**src/rtl/exe_muldiv_unit.sv**
```systemverilog
// rtl/exe_muldiv_unit.sv - EXE-stage multiply/divide unit owning the architectural HI/LO registers
module exe_muldiv_unit #(
    parameter int MUL_CYCLES = 2,
    parameter int DIV_CYCLES = 32
) (
    input  logic        clk,
    input  logic        rst,
    input  logic [2:0]  EXE_MulDivOp,
    input  logic [31:0] EXE_BusA,
    input  logic [31:0] EXE_BusB,
    input  logic        EXE_Flush,
    output logic        MulDiv_Stall,
    output logic        MulDiv_Busy,
    output logic [31:0] EXE_HI,
    output logic [31:0] EXE_LO
);

    typedef enum logic [1:0] {
        S_IDLE,
        S_MUL,
        S_DIV,
        S_DONE
    } state_t;

    localparam logic [2:0] OP_MULT  = 3'd1;
    localparam logic [2:0] OP_MULTU = 3'd2;
    localparam logic [2:0] OP_DIV   = 3'd3;
    localparam logic [2:0] OP_DIVU  = 3'd4;
    localparam logic [2:0] OP_MTHI  = 3'd5;
    localparam logic [2:0] OP_MTLO  = 3'd6;

    state_t      state_q, state_d;
    logic [5:0]  cnt_q, cnt_d;
    logic [31:0] hi_q, hi_d;
    logic [31:0] lo_q, lo_d;
    logic [31:0] a_q, a_d;
    logic [31:0] b_q, b_d;
    logic [31:0] rem_q, rem_d;
    logic        negq_q, negq_d;
    logic        negr_q, negr_d;
    logic        stall;

    logic        op_signed;
    logic        op_start;
    logic        op_is_mul;
    logic [31:0] mag_a;
    logic [31:0] mag_b;
    logic [63:0] prod;
    logic [63:0] prod_fix;
    logic [32:0] rem_shift;
    logic [32:0] rem_trial;
    logic        q_bit;
    logic [31:0] rem_next;
    logic [31:0] quo_next;

    assign op_signed = (EXE_MulDivOp == OP_MULT) || (EXE_MulDivOp == OP_DIV);
    assign op_is_mul = (EXE_MulDivOp == OP_MULT) || (EXE_MulDivOp == OP_MULTU);
    assign op_start  = op_is_mul || (EXE_MulDivOp == OP_DIV) || (EXE_MulDivOp == OP_DIVU);

    // Magnitude of 0x80000000 wraps to itself and is then treated as unsigned.
    assign mag_a = (op_signed && EXE_BusA[31]) ? (32'd0 - EXE_BusA) : EXE_BusA;
    assign mag_b = (op_signed && EXE_BusB[31]) ? (32'd0 - EXE_BusB) : EXE_BusB;

    // Operands are held stable in a_q/b_q for the whole MUL phase, so the
    // product path has MUL_CYCLES cycles to settle before it is committed.
    assign prod     = {32'd0, a_q} * {32'd0, b_q};
    assign prod_fix = negq_q ? (64'd0 - prod) : prod;

    // a_q doubles as the dividend/quotient shift register during DIV.
    assign rem_shift = {rem_q, a_q[31]};
    assign rem_trial = rem_shift - {1'b0, b_q};
    assign q_bit     = ~rem_trial[32];
    assign rem_next  = q_bit ? rem_trial[31:0] : rem_shift[31:0];
    assign quo_next  = {a_q[30:0], q_bit};

    always_comb begin
        state_d = state_q;
        cnt_d   = cnt_q;
        hi_d    = hi_q;
        lo_d    = lo_q;
        a_d     = a_q;
        b_d     = b_q;
        rem_d   = rem_q;
        negq_d  = negq_q;
        negr_d  = negr_q;
        stall   = 1'b0;

        if (EXE_Flush) begin
            state_d = S_IDLE;
        end else begin
            case (state_q)
                S_IDLE: begin
                    if (op_start) begin
                        stall  = 1'b1;
                        a_d    = mag_a;
                        b_d    = mag_b;
                        rem_d  = 32'd0;
                        negq_d = op_signed && (EXE_BusA[31] ^ EXE_BusB[31]);
                        negr_d = op_signed && EXE_BusA[31];
                        if (op_is_mul) begin
                            state_d = S_MUL;
                            cnt_d   = 6'(MUL_CYCLES);
                        end else begin
                            state_d = S_DIV;
                            cnt_d   = 6'(DIV_CYCLES);
                        end
                    end else if (EXE_MulDivOp == OP_MTHI) begin
                        hi_d = EXE_BusA;
                    end else if (EXE_MulDivOp == OP_MTLO) begin
                        lo_d = EXE_BusA;
                    end
                end
                S_MUL: begin
                    stall = 1'b1;
                    cnt_d = cnt_q - 6'd1;
                    if (cnt_q == 6'd1) begin
                        hi_d    = prod_fix[63:32];
                        lo_d    = prod_fix[31:0];
                        state_d = S_DONE;
                    end
                end
                S_DIV: begin
                    stall = 1'b1;
                    cnt_d = cnt_q - 6'd1;
                    a_d   = quo_next;
                    rem_d = rem_next;
                    if (cnt_q == 6'd1) begin
                        lo_d    = negq_q ? (32'd0 - quo_next) : quo_next;
                        hi_d    = negr_q ? (32'd0 - rem_next) : rem_next;
                        state_d = S_DONE;
                    end
                end
                default: begin
                    // DONE: the instruction advances; its op is still on the input and must not restart.
                    state_d = S_IDLE;
                end
            endcase
        end
    end

    always_ff @(posedge clk or negedge rst) begin
        if (!rst) begin
            state_q <= S_IDLE;
            cnt_q   <= 6'd0;
            hi_q    <= 32'd0;
            lo_q    <= 32'd0;
            a_q     <= 32'd0;
            b_q     <= 32'd0;
            rem_q   <= 32'd0;
            negq_q  <= 1'b0;
            negr_q  <= 1'b0;
        end else begin
            state_q <= state_d;
            cnt_q   <= cnt_d;
            hi_q    <= hi_d;
            lo_q    <= lo_d;
            a_q     <= a_d;
            b_q     <= b_d;
            rem_q   <= rem_d;
            negq_q  <= negq_d;
            negr_q  <= negr_d;
        end
    end

    assign MulDiv_Stall = stall;
    assign MulDiv_Busy  = (state_q == S_MUL) || (state_q == S_DIV);
    assign EXE_HI       = hi_q;
    assign EXE_LO       = lo_q;

endmodule

```
**config.mk**
```make
export PLATFORM = sky130hd
export DESIGN_NAME = exe_muldiv_unit
export DESIGN_NICKNAME = d
export VERILOG_FILES = /design/src/rtl/exe_muldiv_unit.sv
export SDC_FILE = /design/constraint.sdc
export NUM_CORES = 2
export LEC_CHECK = 0
export BUFFER_PORTS_ARGS = -buffer_cell sky130_fd_sc_hd__buf_2
export CORE_UTILIZATION = 60
export DETAILED_ROUTE_END_ITERATION = 7
export PLACE_DENSITY_LB_ADDON = 0.3
export SLEW_MARGIN = 10
export SYNTH_ARGS = -nofsm -noshare
export SYNTH_HDL_FRONTEND = slang
export SYNTH_SLANG_ARGS = --single-unit
```
**constraint.sdc**
```tcl
create_clock -name clk -period 12.7 [get_ports clk]
set_clock_uncertainty 0.05 [all_clocks]
set_input_delay 1.27 -clock clk [delete_from_list [all_inputs] [get_ports clk]]
set_output_delay 1.27 -clock clk [all_outputs]
set_load 0.01 [all_outputs]
```
* After elaboration in Yosys (flattened, before gate mapping)
Cells that the tools add are included.
Cells by class: $lt $le $gt $ge 0, reduce and logical (&&, ||, !) cells 19, equal/unequal tests 18, $mul 1, multiplexer cells 32, add/subtract/negate cells 7, shifts and indexed selects 0, div/mod/pow operators 0, bitwise operators 3
Operator list (number):
- two-way mux 32 bit | 16
- case mux 32 bit (3 select lines) | 2
- case mux 32 bit (2 select lines) | 2
- subtractor 1 x 32 -> 32 bit (first input constant) | 4
- multiplier 32 x 32 -> 64 bit | 1
- two-way mux 64 bit | 1
- subtractor 1 x 64 -> 64 bit (first input constant) | 1
- subtractor 33 x 32 -> 33 bit | 1
- != test 2 bit (second input constant) | 7
- two-way mux 6 bit | 2
- case mux 6 bit (2 select lines) | 1
- == test 3 bit (second input constant) | 3
- AND reduction 3 bit | 3
- two-way mux 2 bit | 4
- AND reduction 7 bit | 1
- == test 3 x 2 -> 1 bit (second input constant) | 2
- == test 6 x 1 -> 1 bit (second input constant) | 1
- AND reduction 6 bit | 1
- subtractor 6 x 1 -> 6 bit (second input constant) | 1
- logical OR 1 bit | 5
- case mux 2 bit (2 select lines) | 1
- nonzero test 2 bit | 2
- == test 3 x 1 -> 1 bit (second input constant) | 1
- logical AND 1 bit | 3
- 12 further kinds | 14
Storage, ports and cells: RAM bits 0, memories kept 0, register bits after elaboration 170, latch bits 0, ROM bits 0

* Logic depth before layout (Yosys ltp)
depth after elaboration 7, depth in mapped cells 32

* Worst setup path after synthesis
No wires, ideal clock.
path kind reg2reg, from register a_q[13], to register hi_q[12] (netlist: EXE_HI[12]), cell stages (with the launch flop) 31, path buffers 4, data arrival time 8598 ps, slack 3918 ps, data required time 12515 ps, clock period less this slack 8782 ps, cell sequence dfrtp_1 clkbuf_1 clkbuf_1 and2_1 fa_1 fa_1 fa_1 inv_1 fa_1 inv_1 fa_1 inv_1 fa_1 inv_1 fa_1 fa_1 ha_1 clkbuf_1 nand2_1 nor2_1 a21oi_1 o31ai_1 nor2_1 xnor2_1 or4b_1 or4b_1 buf_2 o31ai_1 xnor2_1 a221oi_1 o31ai_1
On the way: cells in the longest elaborated chain, start to end 5
RTL lines:
- start, declared | line 36 | logic [31:0] a_q, a_d;
- start signal, assigned | line 147 | a_q <= 32'd0;
- start signal, assigned | line 157 | a_q <= a_d;
- multiplier 32 x 32 -> 64 bit (*) | line 66 | assign prod = {32'd0, a_q} * {32'd0, b_q};
- subtractor 1 x 64 -> 64 bit | line 67 | assign prod_fix = negq_q ? (64'd0 - prod) : prod;
- two-way mux 64 bit (*) | line 67
- two-way mux 32 bit (*) | line 116 | if (cnt_q == 6'd1) begin
- case mux 32 bit (3 select lines) (*) | line 91 | case (state_q)
- end signal, assigned | line 155 | hi_q <= hi_d;
- end, declared | line 34 | logic [31:0] hi_q, hi_d;
Every way passes the cells marked *; elsewhere a longest branch is shown, timed or not. The select of a mux whose other input is x is not followed. A chain may end at the register's enable or synchronous reset.

* Worst setup path after layout
from register a_q[4], to register hi_q[31] (netlist: EXE_HI[31])
The elaborated chain is that of the path after synthesis.

==> results.yml <==
clocking:
  cts_setup_buffers: 0
  clock-sinks: 170
  path_clk_slew_ns: 0.09
  cts_hold_buffers: 0
  tritoncts: "built"
  clock_buffer_count_from_cts: 17
  clock_tree.htree_level_count: 4
  worstSkewPairLatency_ns: 0.54
  cts.repair.resized: 0
  cts-root-to-sink-buffers: 2
  cts_root_buffer: "clkbuf_16"
setup_path:
  reg2regPathDepth: 28
  worst_r2r_endpoint: "EXE_HI[31]"
  timing.rr.start: "a_q[4]"
  worstSetupStartpointType: "register"
  worstPathRequired_ns: 13.03
  cp-end-kind: "register"
  crit_path_max_fanout: 21
  timing.setup.critical_path_class: "register to register"
  setup.reg_to_reg.worst_slack_ns: 1.57
  worst_path_max_delay_cell: "dfrtp_1"
  critical_path.most_common_cell: "fa_1"
  critPathMaxStageDelay_ns: 1.00
  critPathArrivalTime_ns: 11.46
die:
  fp.coreArea_mm2: 0.08081
  floorplan.initialDensity: 0.6094
  die-width_um: 288.5
  row_count: 104
  die_area_mm2: 0.08322
  die_span_y_um: 288.5
  pin_count: 136
timing:
  finalWorstPathRequiredPeriod_ns: 11.13
  grt_setup_unrepaired: "no"
  maxSlewHeadroom: 0.1233
  tightest_slew_ns: 1.311
  timing.final.hold_violations: 0
  maxSlewViolCount: 0
  max_clock_freq_ghz: 0.08988
  finalSetupViolCount: 0
  min_period_over_period: 0.8761
  setup-tns-final_ns: 0
synthesis:
  ys_types: 99
  yosysWarningCount: 0
  dominantRegCellSynth: "dfrtp_1"
  post_synth.cell_area_avg_um2: 8.432
  post_synth_most_frequent_cells: "923 x inv_1, 897 x fa_1, 757 x nand2_1"
  synth_largest_area_cell: "fa_1"
  synth-seq-cells: 170
  asyncSetResetFlopFracSynth: 1.000
  yosys.cell_count.top_type: "inv_1"
  synth.yosys.seq_area_share: 0.08639
  net_count_after_synthesis: 7114
  synth_top_area_share: 0.3647
  netlist_top_cells_area: "fa_1 36%, dfrtp_1 8.6%, ha_1 7.8%, and2_1 7.2%, inv_1 7.0%"
  synth_edf_count: 0
  netlist_area_mm2: 0.04924
  gate_count_after_technology_mapping: 5840
placed_design:
  dp_hpwl_mm: 133.5
  port_buffers: 135
  finalWeightedCongestion: 1.039
  post_dp_cell_area_mm2: 0.05054
routing:
  highest_metal_layer_used_by_the_detailed_router: "met5"
  drtPass1Iterations: 8
  detail_route.wirelength_mm: 164.9
  wl_met3_mm: 17.45
  via_per_inst: 6.274
  drc: 2
  met2_wire_length_mm: 73.65
  detail_route.wl_per_cell_um: 24.31
  antenna_viol_nets_final: 0
  met1Wirelength_mm: 65.53
  route.vias.total: 42560
  initialDrtViolationCount: 4354
finish:
  final_cell_area_mm2: 0.05121
  layout-drive-gt1-share: 0.05665
  seqCellArea_mm2: 0.004257
  multi_input_comb_area_mm2: 0.04006
  layout-area-overhead-vs-synth_pct: 3.992
  utilization: 0.6337
  n_fill_cell: 6923
  final_nets: 6980
global_route:
  globalRoute.totalOverflow: 0
  grt_util_all_layers: 0.4099
  number_of_global_route_vias_before_repair: 43110
  wire_length_of_the_first_global_routing_pass_mm: 256.3
  grt_max_degree: 76
  initial_antenna_violation_count: 12
run:
  cap_violations: 0
min_path:
  worstHoldEndpoint: "EXE_LO[15]"
  min-delay-path-class: "register to register"
  hp_start: "EXE_LO[15]"
  hold_depth: 1
outcome:
  violations_in_the_final_reports: "design-rule violations"
  run_status: "finished, violations left"
worst max-delay path: cells and delay by family, from the launching register on:
kind / cells / cell delay (ns)
buffers and inverters: 6 / 0.76
AOI/OAI and AO/OA: 8 / 2.90
and+or+nand+nor: 4 / 1.94
adders and majority gates: 9 / 4.14
DFF: 1 / 1.00
xor gates and xnor gates: 1 / 0.17
logic make-up (layout without fill, tap and decap cells):
family                   count (synthesis)  after routing  synth area share
other                                    0              5                 0
AND/OR/NAND/NOR                       1963           1963            0.1979
AO/OA/AOI/OAI                          934            934            0.1256
buffers and inverters                 1313           1192            0.1007
adder cells (fa/ha/maj)               1204           1204            0.4427
flip-flops                             170            170           0.08639
multiplexers                            41             41          0.008486
XOR/XNOR                               215            215           0.03824
state kept, by name, summed over array words and instances (netlist names):
name and count:
EXE_HI 32, EXE_LO 32, a_q 32, b_q 32
cnt_q 6, negq_q 1, negr_q 1, rem_q 32
state_q 2
per-layer routing:
metal | global-route usage | vias up
met4 | 0.1759 | 14
met5 | 0 | -
met3 | 0.09384 | 433
met1 | 0.5611 | 21460
li1 | - | 18320
met2 | 0.6264 | 2329
cells in the final DEF, fill, tap and decap left out, drive strengths merged, types with 170 or more instances in the layout:
master / instances
and2: 568
ha: 307
nor2: 262
buf: 231
o21ai: 236
dfrtp: 170
nand2: 757
a21oi: 234
inv: 935
fa: 897
cell type report:
class                           count  share of cell area
Antenna cell                        5           0.0002443
Clock buffer                       17            0.008307
Clock inverter                     15            0.004545
Inverter                          928             0.06802
Multi-Input combinational cell   4357              0.7823
Sequential cell                   170             0.08312
Tap cell                         1060             0.02590
Timing Repair Buffer              232             0.02758
through the flow:
step           hold WS [ns]  cells  worst slack, ns
2_1_floorplan        0.4190   5840            3.918
3_3_place_gp         0.4062   6747            1.860
3_5_place_dp         0.4119   6747            1.896
4_1_cts              0.4369   6779            1.825
5_1_grt              0.4468   6780            1.166
6_report             0.4343   6784            1.574
how the worst max path moves through the flow:
stage,startpoint,slack [ns],cells past startpoint,end
2_1_floorplan,a_q[13],3.92,30,EXE_HI[12]
3_3_place_gp,a_q[10],1.86,27,EXE_HI[31]
3_5_place_dp,a_q[4],1.90,28,EXE_HI[31]
4_1_cts,a_q[4],1.82,28,EXE_HI[31]
5_1_grt,a_q[4],1.17,28,EXE_HI[31]
6_report,a_q[4],1.57,28,EXE_HI[31]
Power is left out: the tool's default activity adds up to more than one toggle a clock period on the data nets, which glitch-free logic cannot reach.
